**src/rtl/change_logger_pkg.sv**
```systemverilog
// Shared types for the change logger: FSM state encoding and the default event record layout.
package change_logger_pkg;

  localparam int unsigned WIDTH    = 8;
  localparam int unsigned TS_WIDTH = 16;

  typedef enum logic {
    BASELINE,
    ARMED
  } state_t;

  // Record layout at the default widths; the top rebuilds it at its own parameter widths.
  typedef struct packed {
    logic [TS_WIDTH-1:0] ts;
    logic [WIDTH-1:0]    prev;
    logic [WIDTH-1:0]    value;
  } event_t;

endpackage

```
**src/rtl/change_logger_event_fifo.sv**
```systemverilog
// Single-clock FIFO for change records; a pop frees room for a push in the same cycle.
module change_logger_event_fifo #(
  parameter int unsigned DATA_WIDTH = 32,
  parameter int unsigned DEPTH      = 4
) (
  input  logic                      clk_i,
  input  logic                      rst_i,
  input  logic                      push_i,
  input  logic [DATA_WIDTH-1:0]     data_i,
  input  logic                      pop_i,
  output logic [DATA_WIDTH-1:0]     data_o,
  output logic                      full_o,
  output logic                      empty_o,
  output logic [$clog2(DEPTH):0]    level_o
);

  localparam int unsigned AW = $clog2(DEPTH);

  logic [DATA_WIDTH-1:0] mem_q [DEPTH];
  logic [AW-1:0]         wr_ptr_q, wr_ptr_d;
  logic [AW-1:0]         rd_ptr_q, rd_ptr_d;
  logic [AW:0]           cnt_q, cnt_d;
  logic                  do_push, do_pop;

  assign empty_o = (cnt_q == '0);
  assign full_o  = (cnt_q == DEPTH[AW:0]);
  assign level_o = cnt_q;
  assign data_o  = mem_q[rd_ptr_q];

  always_comb begin
    do_pop   = pop_i && !empty_o;
    do_push  = push_i && (!full_o || do_pop);
    wr_ptr_d = do_push ? wr_ptr_q + 1'b1 : wr_ptr_q;
    rd_ptr_d = do_pop ? rd_ptr_q + 1'b1 : rd_ptr_q;
    cnt_d    = cnt_q;
    unique case ({do_push, do_pop})
      2'b10:   cnt_d = cnt_q + 1'b1;
      2'b01:   cnt_d = cnt_q - 1'b1;
      default: cnt_d = cnt_q;
    endcase
  end

  always_ff @(posedge clk_i or posedge rst_i) begin
    if (rst_i) begin
      wr_ptr_q <= '0;
      rd_ptr_q <= '0;
      cnt_q    <= '0;
    end else begin
      wr_ptr_q <= wr_ptr_d;
      rd_ptr_q <= rd_ptr_d;
      cnt_q    <= cnt_d;
    end
  end

  // Storage is cleared on reset so the head reads as zero while empty.
  always_ff @(posedge clk_i or posedge rst_i) begin
    if (rst_i) begin
      for (int i = 0; i < DEPTH; i++) begin
        mem_q[i] <= '0;
      end
    end else if (do_push) begin
      mem_q[wr_ptr_q] <= data_i;
    end
  end

endmodule

```
**src/rtl/change_logger.sv**
```systemverilog
// Samples in_data every clock and queues a timestamped {prev, value} record whenever it
// changes (4-state compare); records drain through a valid/ready port.
module change_logger #(
  parameter int unsigned WIDTH    = change_logger_pkg::WIDTH,
  parameter int unsigned DEPTH    = 4,
  parameter int unsigned TS_WIDTH = change_logger_pkg::TS_WIDTH
) (
  input  logic                   clk,
  input  logic                   rst,
  input  logic [WIDTH-1:0]       in_data,
  output logic                   out_valid,
  input  logic                   out_ready,
  output logic [WIDTH-1:0]       out_value,
  output logic [WIDTH-1:0]       out_prev,
  output logic [TS_WIDTH-1:0]    out_ts,
  output logic                   overflow,
  output logic [$clog2(DEPTH):0] level
);

  import change_logger_pkg::*;

  typedef struct packed {
    logic [TS_WIDTH-1:0] ts;
    logic [WIDTH-1:0]    prev;
    logic [WIDTH-1:0]    value;
  } rec_t;

  state_t              state_q, state_d;
  logic [WIDTH-1:0]    prev_q, prev_d;
  logic [TS_WIDTH-1:0] ts_q, ts_d;
  logic                overflow_q, overflow_d;
  logic                push, pop, full, empty;
  rec_t                push_rec, head_rec;

  assign out_valid = !empty;
  assign pop       = out_valid && out_ready;
  assign out_value = head_rec.value;
  assign out_prev  = head_rec.prev;
  assign out_ts    = head_rec.ts;
  assign overflow  = overflow_q;

  always_comb begin
    state_d = state_q;
    push    = 1'b0;
    unique case (state_q)
      BASELINE: state_d = ARMED;
      ARMED:    push = (in_data !== prev_q);
      default:  state_d = BASELINE;
    endcase
    // The sample register tracks every edge, even when the record itself is dropped.
    prev_d         = in_data;
    ts_d           = ts_q + 1'b1;
    overflow_d     = overflow_q | (push && full && !pop);
    push_rec.ts    = ts_q;
    push_rec.prev  = prev_q;
    push_rec.value = in_data;
  end

  always_ff @(posedge clk or posedge rst) begin
    if (rst) begin
      state_q    <= BASELINE;
      prev_q     <= '0;
      ts_q       <= '0;
      overflow_q <= 1'b0;
    end else begin
      state_q    <= state_d;
      prev_q     <= prev_d;
      ts_q       <= ts_d;
      overflow_q <= overflow_d;
    end
  end

  change_logger_event_fifo #(
    .DATA_WIDTH ($bits(rec_t)),
    .DEPTH      (DEPTH)
  ) u_fifo (
    .clk_i   (clk),
    .rst_i   (rst),
    .push_i  (push),
    .data_i  (push_rec),
    .pop_i   (pop),
    .data_o  (head_rec),
    .full_o  (full),
    .empty_o (empty),
    .level_o (level)
  );

endmodule

```
**config.mk**
```make
export PLATFORM = sky130hd
export DESIGN_NAME = change_logger
export DESIGN_NICKNAME = d
export VERILOG_FILES = /design/src/rtl/change_logger_pkg.sv /design/src/rtl/change_logger_event_fifo.sv /design/src/rtl/change_logger.sv
export SDC_FILE = /design/constraint.sdc
export NUM_CORES = 1
export LEC_CHECK = 0
export CAP_MARGIN = 10
export CORE_ASPECT_RATIO = 0.9
export CORE_MARGIN = 2
export CORE_UTILIZATION = 35
export DETAILED_ROUTE_END_ITERATION = 8
export SETUP_SLACK_MARGIN = 0.1
export SYNTH_ARGS = -nofsm -noshare
export SYNTH_HDL_FRONTEND = slang
export SYNTH_HIERARCHICAL = 1
export SYNTH_SLANG_ARGS = --single-unit
```
**constraint.sdc**
```tcl
create_clock -name clk -period 4.9 [get_ports clk]
set_input_delay 1.225 -clock clk [delete_from_list [all_inputs] [get_ports clk]]
set_output_delay 1.225 -clock clk [all_outputs]
set_load 0.1 [all_outputs]
```
==> metrics.md, run 1 <==
| Metric | Value |
|---|---|
| F_max | `278 MHz` |
| Yosys cell types | `30` |
| Largest net degree at the start of global routing | `67` |
| Worst Clk Skew | `0.00650 ns` |
| Core Rows | `49` |
| Final WL | `14400 µm` |
| Critical path cell sequence | `buf_4, mux4_2, buf_4` |
| Hold-fix buffer count after cts | `0` |
| Die Span X | `153 µm` |
| Slew margin rel. | `0.312` |
| Max H-tree Level | `4` |
| Initial antenna violation count | `0` |
| CP dominant cell by count | `buf_4` |
| Setup Fix Bufs, Post-CTS | `0` |
| Outcome | `completed` |
| CP max stage delay | `0.75 ns` |
| Iter 0 DRT Violations | `152` |
| Period minus WS final | `3.60 ns` |
| Worst setup EP type | `output pin` |
| Core ar. | `19900 µm²` |
| Vias in the first global route | `4349` |
| Routed WL per cell | `19.0 µm` |
| Mapped Cells | `431` |
| Global-route wire length before repair | `23700 µm` |
| Root Buffer | `clkbuf_16` |
| Initial Util | `0.354` |
| Max cap viols | `0` |
| Cts repair resizes | `0` |
| Die area | `21200 µm²` |
| Synthesis warning total | `6` |
| Final hold slack | `0.500 ns` |
| Synth cell count leaders | `dfrtp_1 (161), mux2_2 (129), mux4_2 (32)` |
| Routed Antenna Nets | `0` |
| Final period utilization | `0.734` |
| Via count | `3809` |
| Mapped Avg Cell Area | `16.3 µm²` |
| Clock transition at path regs | `0.06 ns` |
| Gr usage total | `0.145` |
| Clock Latency Late Sink | `0.42 ns` |
| Slowest CP cell | `dfrtp_2` |
| ANT cells | `0` |
| Area grow syn2layout | `18.2%` |
| Top FF cell, synth | `dfrtp_1` |
| Crit path DAT | `2.37 ns` |
| Worst Path Required | `3.67 ns` |
| Synth area leader | `dfrtp_1` |
| Number of clock sinks | `161` |
| IO Count | `48` |
| Startpoint types | `flip-flop` |
| CTS tree | `built` |
| Number of synthesized flops with an enable pin | `0` |
| Fin nets | `505` |
| DR DRC count | `0` |
| DP HPWL | `9030 µm` |
| Post-synth ARST share | `1.00` |
| HP Class | `reg -> reg` |
| Final hold vios | `0` |
| Post-Syn Nets | `449` |
| Area contributors post-synth | `dfrtp_1 (57%), mux2_2 (21%), mux4_2 (10%)` |
| Pre-Repair DR Iteration Count | `4` |
| GPL Wtd Cong | `0.727` |
| Crit path max fanout | `16` |
| Unrepaired setup endpoints after global routing | `false` |
| Crit Path Class | `reg -> out` |
| Slew @ Worst Pin | `1.03 ns` |
| # setup viols final | `0` |
| Dpl ws | `0.894 ns` |
| Clk buf depth | `2` |
| Dpl cell area | `7690 µm²` |
| Grt ovf | `0` |
| Layout cell share with drive strength beyond 1 | `0.498` |
| Vias per cell | `5.05` |
| Number of buffers created by CTS | `17` |
| Sequential area share after synthesis | `0.573` |
| Final TNS setup | `0 ns` |
| PortBufs | `47` |
| Setup WS post-layout | `1.30 ns` |
| Top-count cell post-synth | `dfrtp_1` |
| Die Ht | `138 µm` |
| Mapped cell area | `7030 µm²` |
| Post-synth top area share | `0.573` |
| Synth Register Bits | `161` |
| Slew Limit Fails | `0` |
| Final Cell Area | `8310 µm²` |
==> metrics by stage <==
stage,util,instances
3_3_place_gp,0.387,723
3_5_place_dp,0.387,723
2_1_floorplan,-,431
6_report,0.418,755
5_1_grt,0.418,755
4_1_cts,0.418,755
==> routing by layer <==
layer,vias up,global-route usage,routed length (µm)
met5,-,0,0
met3,18,0.0310,365
met2,46,0.244,7270
met4,0,0.0565,251
met1,2074,0.184,6470
li1,1671,-,-
==> state kept, by name (all words and copies together) (netlist names) <==
| signal | count |
|---|---|
| u_fifo/rd_ptr_q | 2 |
| u_fifo/wr_ptr_q | 2 |
| ts_q | 16 |
| u_fifo/level_o | 3 |
| state_q | 1 |
| prev_q | 8 |
| u_fifo/mem_q | 128 |
| overflow | 1 |
==> placed cells by master (no fill, tap or decap), drive strengths merged, types with 4 or more instances in the layout <==
cell type / count
ha: 6
mux2: 129
dfrtp: 161
and3: 7
nand3: 7
nor2: 6
xnor2: 15
clkbuf: 20
nand2: 11
clkinv: 7
bufinv: 4
inv: 8
buf: 43
xor2: 13
mux4: 32
clkdlybuf4s50: 15
==> layout make-up <==
type,count,area (µm²)
Sequential cell,161,4030
Clock buffer,20,457
Clock inverter,12,163
Tap cell,255,319
Timing Repair Buffer,58,485
Multi-Input combinational cell,240,2820
Inverter,9,37.5
Fill cell,1801,11600
==> worst paths after layout <==
kind                                                 from                       endpoint  slack (ns)  cells past startpoint
max reg2reg                 u_fifo/level_o[1]$_DFFE_PP0P_  u_fifo/level_o[2]$_DFFE_PP0P_        2.03                     10
min                          u_fifo/mem_q[27]$_DFFE_PP0P_   u_fifo/mem_q[27]$_DFFE_PP0P_        0.50                      1
max in group asynchronous                             rst  u_fifo/mem_q[101]$_DFFE_PP0P_        2.62                      3
max                        u_fifo/rd_ptr_q[0]$_DFFE_PP0P_                   out_value[1]        1.30                      3
min reg2reg                  u_fifo/mem_q[27]$_DFFE_PP0P_   u_fifo/mem_q[27]$_DFFE_PP0P_        0.50                      1
min in group asynchronous                             rst   u_fifo/mem_q[88]$_DFFE_PP0P_        1.41                      2
==> cell families (layout without fill, tap and decap cells) <==
logic type,Yosys count,after routing,synth area share
muxes,162,162,0.310
and+or+nand+nor,40,40,0.0350
AOI/OAI and AO/OA,2,2,0.00231
DFF,161,161,0.573
buffers and inverters,30,99,0.0306
xor gates and xnor gates,28,28,0.0349
adders and majority gates,7,7,0.0135
other,1,1,0.000533
==> critical path, delay by kind of cell (launching register included) <==
family | cells | cell delay (ns)
flops | 1 | 0.75
buf+inv | 2 | 0.63
mux | 1 | 0.57
Power of run 1 is left out: the tool's default activity adds up to more than one toggle a clock period on the data nets, which glitch-free logic cannot reach.
==> run 2, diff against run 1 <==
- clock period: 4.9 -> 3.3 ns (I/O delays scaled with it)
==> metrics.md, run 2 (synthesis results as in run 1) <==
| Metric | Value |
|---|---|
| Outcome | `completed` |
| Worst Path Required | `3.64 ns` |
| Number of clock sinks | `161` |
| Grt ovf | `0` |
| Largest net degree at the start of global routing | `66` |
| Final hold vios | `0` |
| Slew margin rel. | `0.614` |
| Dpl ws | `-0.103 ns` |
| Max reg flops | `128` |
| Initial Util | `0.354` |
| Via count | `3798` |
| Die Span X | `153 µm` |
| Non-Filler Instances | `774` |
| CP dominant cell by count | `xor2_1` |
| DR DRC count | `0` |
| Number of buffers created by CTS | `17` |
| Initial antenna violation count | `0` |
| Largest regs | `u_fifo/mem_q: 128 flops, ts_q: 16 flops, prev_q: 8 flops` |
| Area grow syn2layout | `26.0%` |
| Crit path max fanout | `6` |
| ANT cells | `0` |
| Delay-heaviest family, CP | `simple AND/OR/NAND/NOR gates` |
| Commonest cells after routing, fill and taps aside | `dfrtp_1 (160), mux2_2 (129), buf_12 (37), mux4_2 (32), buf_4 (30)` |
| Setup WS post-layout | `0.299 ns` |
| Crit Path Class | `in -> reg` |
| Startpoint types | `input port` |
| Die area | `21200 µm²` |
| Placed cells | `742` |
| Clock Latency Late Sink | `0.42 ns` |
| Util after Layout | `0.446` |
| Reg2reg path depth | `11` |
| Root Buffer | `clkbuf_16` |
| PortBufs | `47` |
| CTS tree | `built` |
| Max H-tree Level | `4` |
| Final period utilization | `0.910` |
| Routed Antenna Nets | `0` |
| Clk buf depth | `2` |
| Period minus WS final | `3.00 ns` |
| Routed WL per cell | `18.3 µm` |
| Slew Limit Fails | `0` |
| Clock transition at path regs | `0.06 ns` |
| Setup Fix Bufs, Post-CTS | `0` |
| Vias in the first global route | `4399` |
| Iter 0 DRT Violations | `209` |
| Crit path DAT | `3.34 ns` |
| GPL Wtd Cong | `0.724` |
| Die Ht | `138 µm` |
| CP max stage delay | `0.55 ns` |
| Cts repair resizes | `0` |
| Worst Clk Skew | `0.00617 ns` |
| Final WL | `14200 µm` |
| Gr usage total | `0.143` |
| Critical path cell sequence | `clkdlybuf4s50_1, xor2_1, nor4_1, nand2_1, and2_1, nand2b_1, ha_1, inv_1, fa_1, xor2_1, nor2_1, xor2_1` |
| Core Rows | `49` |
| Buffers plus inverters on the worst setup path | `2` |
| Core ar. | `19900 µm²` |
| Layout cell share with drive strength beyond 1 | `0.526` |
| Worst path depth | `12` |
| # setup viols final | `0` |
| Global-route wire length before repair | `23800 µm` |
| Pre-Repair DR Iteration Count | `4` |
| Fin nets | `524` |
| DP HPWL | `9620 µm` |
| IO Count | `48` |
| Commonest non-fill, non-tap cell in the layout | `dfrtp_1` |
| Final hold slack | `0.502 ns` |
| F_max | `333 MHz` |
| Slew @ Worst Pin | `0.578 ns` |
| Max cap viols | `0` |
| Worst setup EP type | `flip-flop` |
| Unrepaired setup endpoints after global routing | `false` |
| Hold-fix buffer count after cts | `0` |
| Vias per cell | `4.91` |
| Biggest register | `u_fifo/mem_q` |
| Hold depth | `1` |
| Slowest CP cell | `clkdlybuf4s50_1` |
| HP Class | `reg -> reg` |
run 2: per-stage QoR:
| step | instance area [µm²] | TNS [ns] |
|---|---|---|
| floorplan | 7040 | 0 |
| global placement | 8270 | -0.0161 |
| detailed placement | 8270 | -0.103 |
| CTS | 8860 | 0 |
| global route | 8860 | 0 |
| finish | 8860 | 0 |
run 2: cell type report:
type / count / area [µm²]
inverter: 9 / 37.5
multi-input combinational: 240 / 2820
clock buffer: 20 / 457
clock inverter: 12 / 133
timing repair buffer: 77 / 1070
sequential: 161 / 4030
tap: 255 / 319
fill: 1754 / 11000
run 2: final timing paths:
kind,from,endpoint,slack [ns]
min in group asynchronous,rst,u_fifo/mem_q[119]$_DFFE_PP0P_,0.85
max in group asynchronous,rst,u_fifo/mem_q[103]$_DFFE_PP0P_,1.74
min,u_fifo/mem_q[107]$_DFFE_PP0P_,u_fifo/mem_q[107]$_DFFE_PP0P_,0.50
max,in_data[2],u_fifo/level_o[2]$_DFFE_PP0P_,0.30
min reg2reg,u_fifo/mem_q[107]$_DFFE_PP0P_,u_fifo/mem_q[107]$_DFFE_PP0P_,0.50
max reg2reg,prev_q[7]$_DFF_PP0_,u_fifo/level_o[2]$_DFFE_PP0P_,0.72
run 2: metal layers:
| layer | routed length (µm) | vias up | global-route usage | part of all wire |
|---|---|---|---|---|
| met5 | 0 | - | 0 | 0 |
| met4 | 230 | 0 | 0.0575 | 0.016 |
| met3 | 296 | 19 | 0.0260 | 0.021 |
| met2 | 7290 | 49 | 0.239 | 0.51 |
| met1 | 6380 | 2026 | 0.186 | 0.45 |
| li1 | - | 1704 | - | - |
Power of run 2 is left out for the same reason.
==> run 3, diff against run 2 <==
- SKIP_CTS_REPAIR_TIMING: not set -> 1
- SKIP_LAST_GASP: not set -> 1
==> results of run 3 <==
Same layout as run 2: the final DEF is identical, and so are final timing and power.
Power of run 3 is left out for the same reason.
